**src/rtl/mem_arb_pkg.sv**
```systemverilog
// Shared types and constants for the two-port memory arbiter.
// Build option: define MEM_ARB_FIXED_PRIO_EN for fixed CPU priority instead of round-robin.
package mem_arb_pkg;

  typedef enum logic [1:0] {
    ARB_IDLE = 2'd0,
    ARB_OWN0 = 2'd1,
    ARB_OWN1 = 2'd2
  } arbState_t;

  localparam logic PORT_CPU = 1'b0;
  localparam logic PORT_DMA = 1'b1;

  function automatic int lockCntWidth(input int maxLock);
    return $clog2(maxLock + 1);
  endfunction

endpackage

```
**src/rtl/mem_arb_pick.sv**
```systemverilog
// Combinational two-way winner select for the memory arbiter.
// Build option: MEM_ARB_FIXED_PRIO_EN makes the CPU win every unforced tie.
module mem_arb_pick
  import mem_arb_pkg::*;
(
  input  logic i_req0,
  input  logic i_req1,
`ifndef MEM_ARB_FIXED_PRIO_EN
  input  logic i_rrLast,
`endif
  input  logic i_force,
  input  logic i_forcePort,
  output logic o_gnt0,
  output logic o_gnt1
);

  logic w_winner;
  logic w_any;

  // A forced port (lock hold or starvation override) is only asserted while it requests.
  always_comb begin
    w_winner = PORT_CPU;
    w_any    = i_force || i_req0 || i_req1;
    if (i_force) begin
      w_winner = i_forcePort;
    end else if (i_req0 && i_req1) begin
`ifdef MEM_ARB_FIXED_PRIO_EN
      w_winner = PORT_CPU;
`else
      w_winner = ~i_rrLast;
`endif
    end else if (i_req1) begin
      w_winner = PORT_DMA;
    end
    o_gnt0 = w_any && (w_winner == PORT_CPU);
    o_gnt1 = w_any && (w_winner == PORT_DMA);
  end

endmodule

```
**src/rtl/memory_arbiter.sv**
```systemverilog
// Shares one single-port synchronous RAM between a CPU port (P0) and a DMA port (P1).
// Build option: MEM_ARB_FIXED_PRIO_EN selects fixed priority; default is round-robin.
module memory_arbiter
  import mem_arb_pkg::*;
#(
  parameter int BITS         = 16,
  parameter int ADDRESS_BITS = 16,
  parameter int MAX_LOCK     = 8
) (
  input  logic                    CLK,
  input  logic                    RSTb,
  input  logic                    P0_REQ,
  input  logic                    P0_WR,
  input  logic                    P0_LOCK,
  input  logic [ADDRESS_BITS-1:0] P0_ADDR,
  input  logic [BITS-1:0]         P0_DIN,
  output logic                    P0_GNT,
  output logic                    P0_RVALID,
  output logic [BITS-1:0]         P0_DOUT,
  input  logic                    P1_REQ,
  input  logic                    P1_WR,
  input  logic                    P1_LOCK,
  input  logic [ADDRESS_BITS-1:0] P1_ADDR,
  input  logic [BITS-1:0]         P1_DIN,
  output logic                    P1_GNT,
  output logic                    P1_RVALID,
  output logic [BITS-1:0]         P1_DOUT,
  output logic [ADDRESS_BITS-1:0] MEM_ADDRESS,
  output logic [BITS-1:0]         MEM_DATA_IN,
  input  logic [BITS-1:0]         MEM_DATA_OUT,
  output logic                    MEM_WRb
);

  localparam int            CW       = lockCntWidth(MAX_LOCK);
  localparam logic [CW-1:0] LOCK_MAX = CW'(MAX_LOCK);

  arbState_t     r_state, w_nextState;
  logic [CW-1:0] r_lockCnt, w_nextLockCnt;
  logic          r_locked, w_nextLocked;
  logic          r_rvalid0, r_rvalid1;
  logic          w_owner, w_ownerReq, w_otherReq, w_lockHold, w_override;
  logic          w_pick0, w_pick1, w_gnt0, w_gnt1;
`ifndef MEM_ARB_FIXED_PRIO_EN
  logic          r_rrLast;
`endif

  // Lock hold keeps the previous owner; the override hands the RAM to a starved waiter.
  always_comb begin
    w_owner    = (r_state == ARB_OWN1) ? PORT_DMA : PORT_CPU;
    w_ownerReq = w_owner ? P1_REQ : P0_REQ;
    w_otherReq = w_owner ? P0_REQ : P1_REQ;
    w_lockHold = (r_state != ARB_IDLE) && r_locked && w_ownerReq;
    w_override = w_lockHold && w_otherReq && (r_lockCnt == LOCK_MAX);
  end

  mem_arb_pick u_pick (
    .i_req0      (P0_REQ),
    .i_req1      (P1_REQ),
`ifndef MEM_ARB_FIXED_PRIO_EN
    .i_rrLast    (r_rrLast),
`endif
    .i_force     (w_lockHold),
    .i_forcePort (w_override ? ~w_owner : w_owner),
    .o_gnt0      (w_pick0),
    .o_gnt1      (w_pick1)
  );

  assign w_gnt0 = w_pick0 && RSTb;
  assign w_gnt1 = w_pick1 && RSTb;

  always_comb begin
    w_nextState   = ARB_IDLE;
    w_nextLocked  = 1'b0;
    w_nextLockCnt = '0;
    if (w_gnt0) begin
      w_nextState  = ARB_OWN0;
      w_nextLocked = P0_LOCK;
    end else if (w_gnt1) begin
      w_nextState  = ARB_OWN1;
      w_nextLocked = P1_LOCK;
    end
    // Only a continued locked burst keeps its count; it advances while the other port waits.
    if (w_lockHold && !w_override && w_nextLocked) begin
      if (w_otherReq && (r_lockCnt != LOCK_MAX))
        w_nextLockCnt = r_lockCnt + CW'(1);
      else
        w_nextLockCnt = r_lockCnt;
    end
  end

  always_ff @(posedge CLK) begin
    if (!RSTb) begin
      r_state   <= ARB_IDLE;
      r_lockCnt <= '0;
      r_locked  <= 1'b0;
      r_rvalid0 <= 1'b0;
      r_rvalid1 <= 1'b0;
    end else begin
      r_state   <= w_nextState;
      r_lockCnt <= w_nextLockCnt;
      r_locked  <= w_nextLocked;
      r_rvalid0 <= w_gnt0 && !P0_WR;
      r_rvalid1 <= w_gnt1 && !P1_WR;
    end
  end

`ifndef MEM_ARB_FIXED_PRIO_EN
  always_ff @(posedge CLK) begin
    if (!RSTb)
      r_rrLast <= PORT_DMA;
    else if (w_gnt0)
      r_rrLast <= PORT_CPU;
    else if (w_gnt1)
      r_rrLast <= PORT_DMA;
  end
`endif

  always_comb begin
    MEM_ADDRESS = '0;
    MEM_DATA_IN = '0;
    MEM_WRb     = 1'b1;
    if (w_gnt0) begin
      MEM_ADDRESS = P0_ADDR;
      MEM_DATA_IN = P0_DIN;
      MEM_WRb     = ~P0_WR;
    end else if (w_gnt1) begin
      MEM_ADDRESS = P1_ADDR;
      MEM_DATA_IN = P1_DIN;
      MEM_WRb     = ~P1_WR;
    end
  end

  // Reset masks a read strobe already in flight.
  assign P0_GNT    = w_gnt0;
  assign P1_GNT    = w_gnt1;
  assign P0_RVALID = r_rvalid0 && RSTb;
  assign P1_RVALID = r_rvalid1 && RSTb;
  assign P0_DOUT   = MEM_DATA_OUT;
  assign P1_DOUT   = MEM_DATA_OUT;

endmodule

```
**config.mk**
```make
export PLATFORM = sky130hd
export DESIGN_NAME = memory_arbiter
export DESIGN_NICKNAME = d
export VERILOG_FILES = /design/src/rtl/mem_arb_pkg.sv /design/src/rtl/mem_arb_pick.sv /design/src/rtl/memory_arbiter.sv
export SDC_FILE = /design/constraint.sdc
export NUM_CORES = 1
export LEC_CHECK = 0
export CORE_MARGIN = 2
export CORE_UTILIZATION = 26
export CTS_CLUSTER_DIAMETER = 40
export DETAILED_ROUTE_END_ITERATION = 6
export GPL_TIMING_DRIVEN = 0
export PLACE_DENSITY_LB_ADDON = 0.15
export SETUP_SLACK_MARGIN = 0.1
export SLEW_MARGIN = 0
export SYNTH_ARGS = -nofsm -noshare
export SYNTH_HDL_FRONTEND = slang
export SYNTH_HIERARCHICAL = 1
export SYNTH_SLANG_ARGS = --single-unit
```
**constraint.sdc**
```tcl
create_clock -name CLK -period 6.1 [get_ports CLK]
set_input_delay 0.61 -clock CLK [delete_from_list [all_inputs] [get_ports CLK]]
set_output_delay 0.61 -clock CLK [all_outputs]
set_load 0.02 [all_outputs]
```
==> results.sh <==
export IMPL_yosysUniqueCellTypes=31
export IMPL_grt_setup_unrepaired="no"
export IMPL_switching_share_pct=29.52
export IMPL_gr_usage_met3_pct=11.53
export IMPL_synthCells=130
export IMPL_syn_nets=220
export IMPL_p_clk_share_pct=24.5
export IMPL_cts_tree="built"
export IMPL_worst_hold_path_endpoint="r_lockCnt[3]$_SDFFE_PN0P_"
export IMPL_first_iter_violations=15
export IMPL_path_buf_inv=4
export IMPL_ff2ff_path_depth=9
export IMPL_clkLatencyLatePin_ns=0.24
export IMPL_r2r_start="r_state[0]$_SDFF_PN0_"
export IMPL_yosys_area_top_type="a22o_1"
export IMPL_fin_area_mm2=0.002609
export IMPL_min_period_ns=4.303
export IMPL_coreArea_mm2=0.004029
export IMPL_seq_area_um2=200.2
export IMPL_max_stage_delay_ns=0.61
export IMPL_arrival_ns=3.69
export IMPL_crit_chain="clkdlybuf4s50_1 -> and3_2 -> a31o_2 -> nor3b_2 -> xor2_1 -> o22ai_1 -> and2_1 -> buf_2 -> buf_2 -> a22o_1 -> clkdlybuf4s50_1"
export IMPL_wirelength_um=4669
export IMPL_ys_ff_latch=10
export IMPL_synth_top_cell_area_share_pct=25.72
export IMPL_power_density_mw_per_mm2=129.4
export IMPL_p_sw_mw=0.09966
export IMPL_grt_use_met1_pct=18.44
export IMPL_drcViolationCount=0
export IMPL_placed_cell_area_mm2=0.002554
export IMPL_syn2layout_area_growth_pct=139.4
export IMPL_clock_sinks=10
export IMPL_crit_path_end_kind="output pin"
export IMPL_cts_root_buffer="clkbuf_8"
export IMPL_max_cap_violations=0
export IMPL_start_util_pct=27.05
export IMPL_fill_cells=354
export IMPL_io_buffer_count=140
export IMPL_power_internal_mw=0.2379
export IMPL_yosysSeqAreaShare_pct=18.37
export IMPL_holdPathStages=1
export IMPL_post_cts_buffers=0
export IMPL_multi_input_area_um2=595.6
export IMPL_nNetsFinal=365
export IMPL_timing_fmax_mhz=232.4
export IMPL_power_leakage_nw=1.061
export IMPL_p_total_mw=0.3376
export IMPL_final_hold_violation_count=0
export IMPL_crit_family="buffers and inverters"
export IMPL_status="completed"
export IMPL_skew_ns=0.001811
export IMPL_worst_path_max_fanout=10
export IMPL_syn_area_per_cell_um2=8.383
export IMPL_min_from="r_lockCnt[3]$_SDFFE_PN0P_"
export IMPL_synth_area_top_cells="a22o_1 (26%), buf_4 (22%), dfxtp_1 (18%), buf_2 (3.2%), and2_1 (2.3%)"
export IMPL_postRouteAntennaNets=0
export IMPL_yosysWarnings=6
export IMPL_die_h_um=68.74
export IMPL_min_path_type="reg -> reg"
export IMPL_die_area_mm2=0.004725
export IMPL_grt_max_degree=11
export IMPL_syn_area_mm2=0.001090
export IMPL_pwr_share_seq_pct=20.5
export IMPL_num_vias=1432
export IMPL_cts_made_buffers=3
export IMPL_final_cells=324
export IMPL_grt_antenna_before_repair=0
export IMPL_r2r_setup_slack_ns=3.80
export IMPL_htreeDepth=1
export IMPL_first_pass_iters=4
export IMPL_routedWlPerCell_um=14.41
export IMPL_holdBufCountCts=0
export IMPL_post_place_ws_ns=1.785
export IMPL_crit_required_ns=5.49
export IMPL_tightest_slew_ns=0.4236
export IMPL_viasPerCell=4.420
export IMPL_setup_ws_ns=1.797
export IMPL_dpl_cell_count=320
export IMPL_cts_resized=0
export IMPL_boundaryPins=157
export IMPL_num_rows=23
export IMPL_insertedDiodeCount=0
export IMPL_clockBufferDepth=2
export IMPL_met2_usage_pct=35.22
export IMPL_setup_violations=0
export IMPL_pwr_share_comb_pct=55.1
export IMPL_gp_congestion=0.7975
export IMPL_grt_busiest_layer="met2"
export IMPL_drive_gt1_share_pct=18.98
export IMPL_grt_first_pass_wirelength_um=6727
export IMPL_hpwl_um=4122
export IMPL_postLayoutCoreUtil_pct=64.75
export IMPL_finalSetupTns_ns=0
export IMPL_crit_path_start_kind="input pin"
export IMPL_timing_slew_headroom_pct=71.76
export IMPL_whs_ns=0.4961
export IMPL_grt_pass1_vias=1348
export IMPL_ir_drop_v=0.00006104
export IMPL_grt_total_usage_pct=19.39
export IMPL_clk_pin_slew_ns=0.05
export IMPL_grt_overflow=0
export IMPL_critPathKind="in -> out"
export IMPL_die_w_um=68.74
export IMPL_crit_slowest_cell="clkdlybuf4s50_1"
export IMPL_regToRegEndpoint="r_rvalid0$_SDFF_PN0_"
export IMPL_drv_slew=0
export IMPL_fin_crit_sh_pct=70.53
-- power by group through the flow --
stage / sequential, mW / combinational, mW / clock (mW)
4_1_cts: 0.0690 / 0.188 / 0.0846
6_report: 0.0691 / 0.186 / 0.0826
2_1_floorplan: 0.0701 / 0.0825 / 0
5_1_grt: 0.0692 / 0.197 / 0.0881
3_3_place_gp: 0.0702 / 0.186 / 0
3_5_place_dp: 0.0703 / 0.187 / 0
-- final cells by class --
class	instances	area share, %
plain buffers	39	10.55
clock buffers	4	2.110
inverters	5	0.7194
multi-input cells	76	22.83
flip-flops and latches	10	7.674
well taps	50	2.398
repair buffers	140	53.72
-- Yosys cell counts --
cell and number:
a211oi_2 1, a21bo_1 1, a21boi_0 1, a21oi_1 4, a22o_1 32, a22oi_1 1, a31o_2 1, a41oi_1 1
and2_1 4, and3_2 1, buf_2 7, buf_4 32, dfxtp_1 10, ha_1 2, inv_1 5, mux2_4 1
mux2i_2 1, nand2_1 6, nand2b_1 1, nand3_1 3, nand3b_1 2, nand4b_1 1, nor2_1 2, nor2_2 1
nor2b_1 2, nor2b_4 1, nor3b_2 1, o21ai_0 2, o21ai_2 1, o22ai_1 1, xor2_1 1
-- layer usage --
| metal | vias to the layer above | part of all wire [%] | wire [µm] |
|---|---|---|---|
| li1 | 735 | - | - |
| met1 | 628 | 31 | 1465 |
| met2 | 64 | 54 | 2543 |
| met3 | 5 | 13 | 622 |
| met4 | 0 | 0.81 | 38 |
| met5 | - | 0 | 0 |
-- state kept, by name (all words and copies together) (netlist names) --
register and flops:
r_lockCnt 4, r_state 2, r_locked 1, r_rrLast 1, r_rvalid0 1, r_rvalid1 1
-- worst max path at each step --
stage | slack [ns] | end | startpoint | depth (start not counted)
final | 1.80 | MEM_DATA_IN[1] | P0_REQ | 11
after global routing | 1.57 | MEM_ADDRESS[10] | P0_REQ | 11
after CTS | 1.77 | MEM_DATA_IN[3] | P0_REQ | 11
after detailed placement | 1.79 | MEM_ADDRESS[10] | P0_REQ | 11
after global placement | 1.80 | MEM_ADDRESS[9] | P0_REQ | 11
after floorplan | 3.01 | MEM_DATA_IN[10] | P0_REQ | 9
-- worst register-to-register path: stages (launching register included) --
cell     delay, ns
dfxtp_1       0.32
nor2b_4       0.19
mux2i_2       0.37
nor3b_2       0.10
xor2_1        0.16
o22ai_1       0.37
and2_1        0.19
buf_2         0.17
buf_2         0.23
nor2b_1       0.14
-- logic make-up after synthesis --
logic type	count (synthesis)	synth area share, %
AND/OR/NAND/NOR	25	14.01
multiplexers	2	2.640
XOR/XNOR	1	0.8038
flip-flops	10	18.37
adder cells (fa/ha/maj)	2	2.296
buffers and inverters	44	26.98
AO/OA/AOI/OAI	46	34.90
-- placed cells by master (no fill, tap or decap) --
cell,instances
nor2b_4,1
a21boi_0,1
nand2_1,6
a22o_1,32
o22ai_1,1
o21ai_0,2
mux2_4,1
a211oi_2,1
and3_2,1
and2_1,4
clkbuf_8,4
ha_1,2
a21bo_1,1
nor2b_1,2
a41oi_1,1
nor3b_2,1
nand2b_1,1
clkdlybuf4s50_1,140
buf_4,32
dfxtp_1,10
xor2_1,1
nand3_1,3
nor2_1,2
o21ai_2,1
nand4b_1,1
a22oi_1,1
buf_2,7
nor2_2,1
a21oi_1,4
inv_1,5
mux2i_2,1
nand3b_1,2
a31o_2,1
Power figures use the tool's default switching activity.
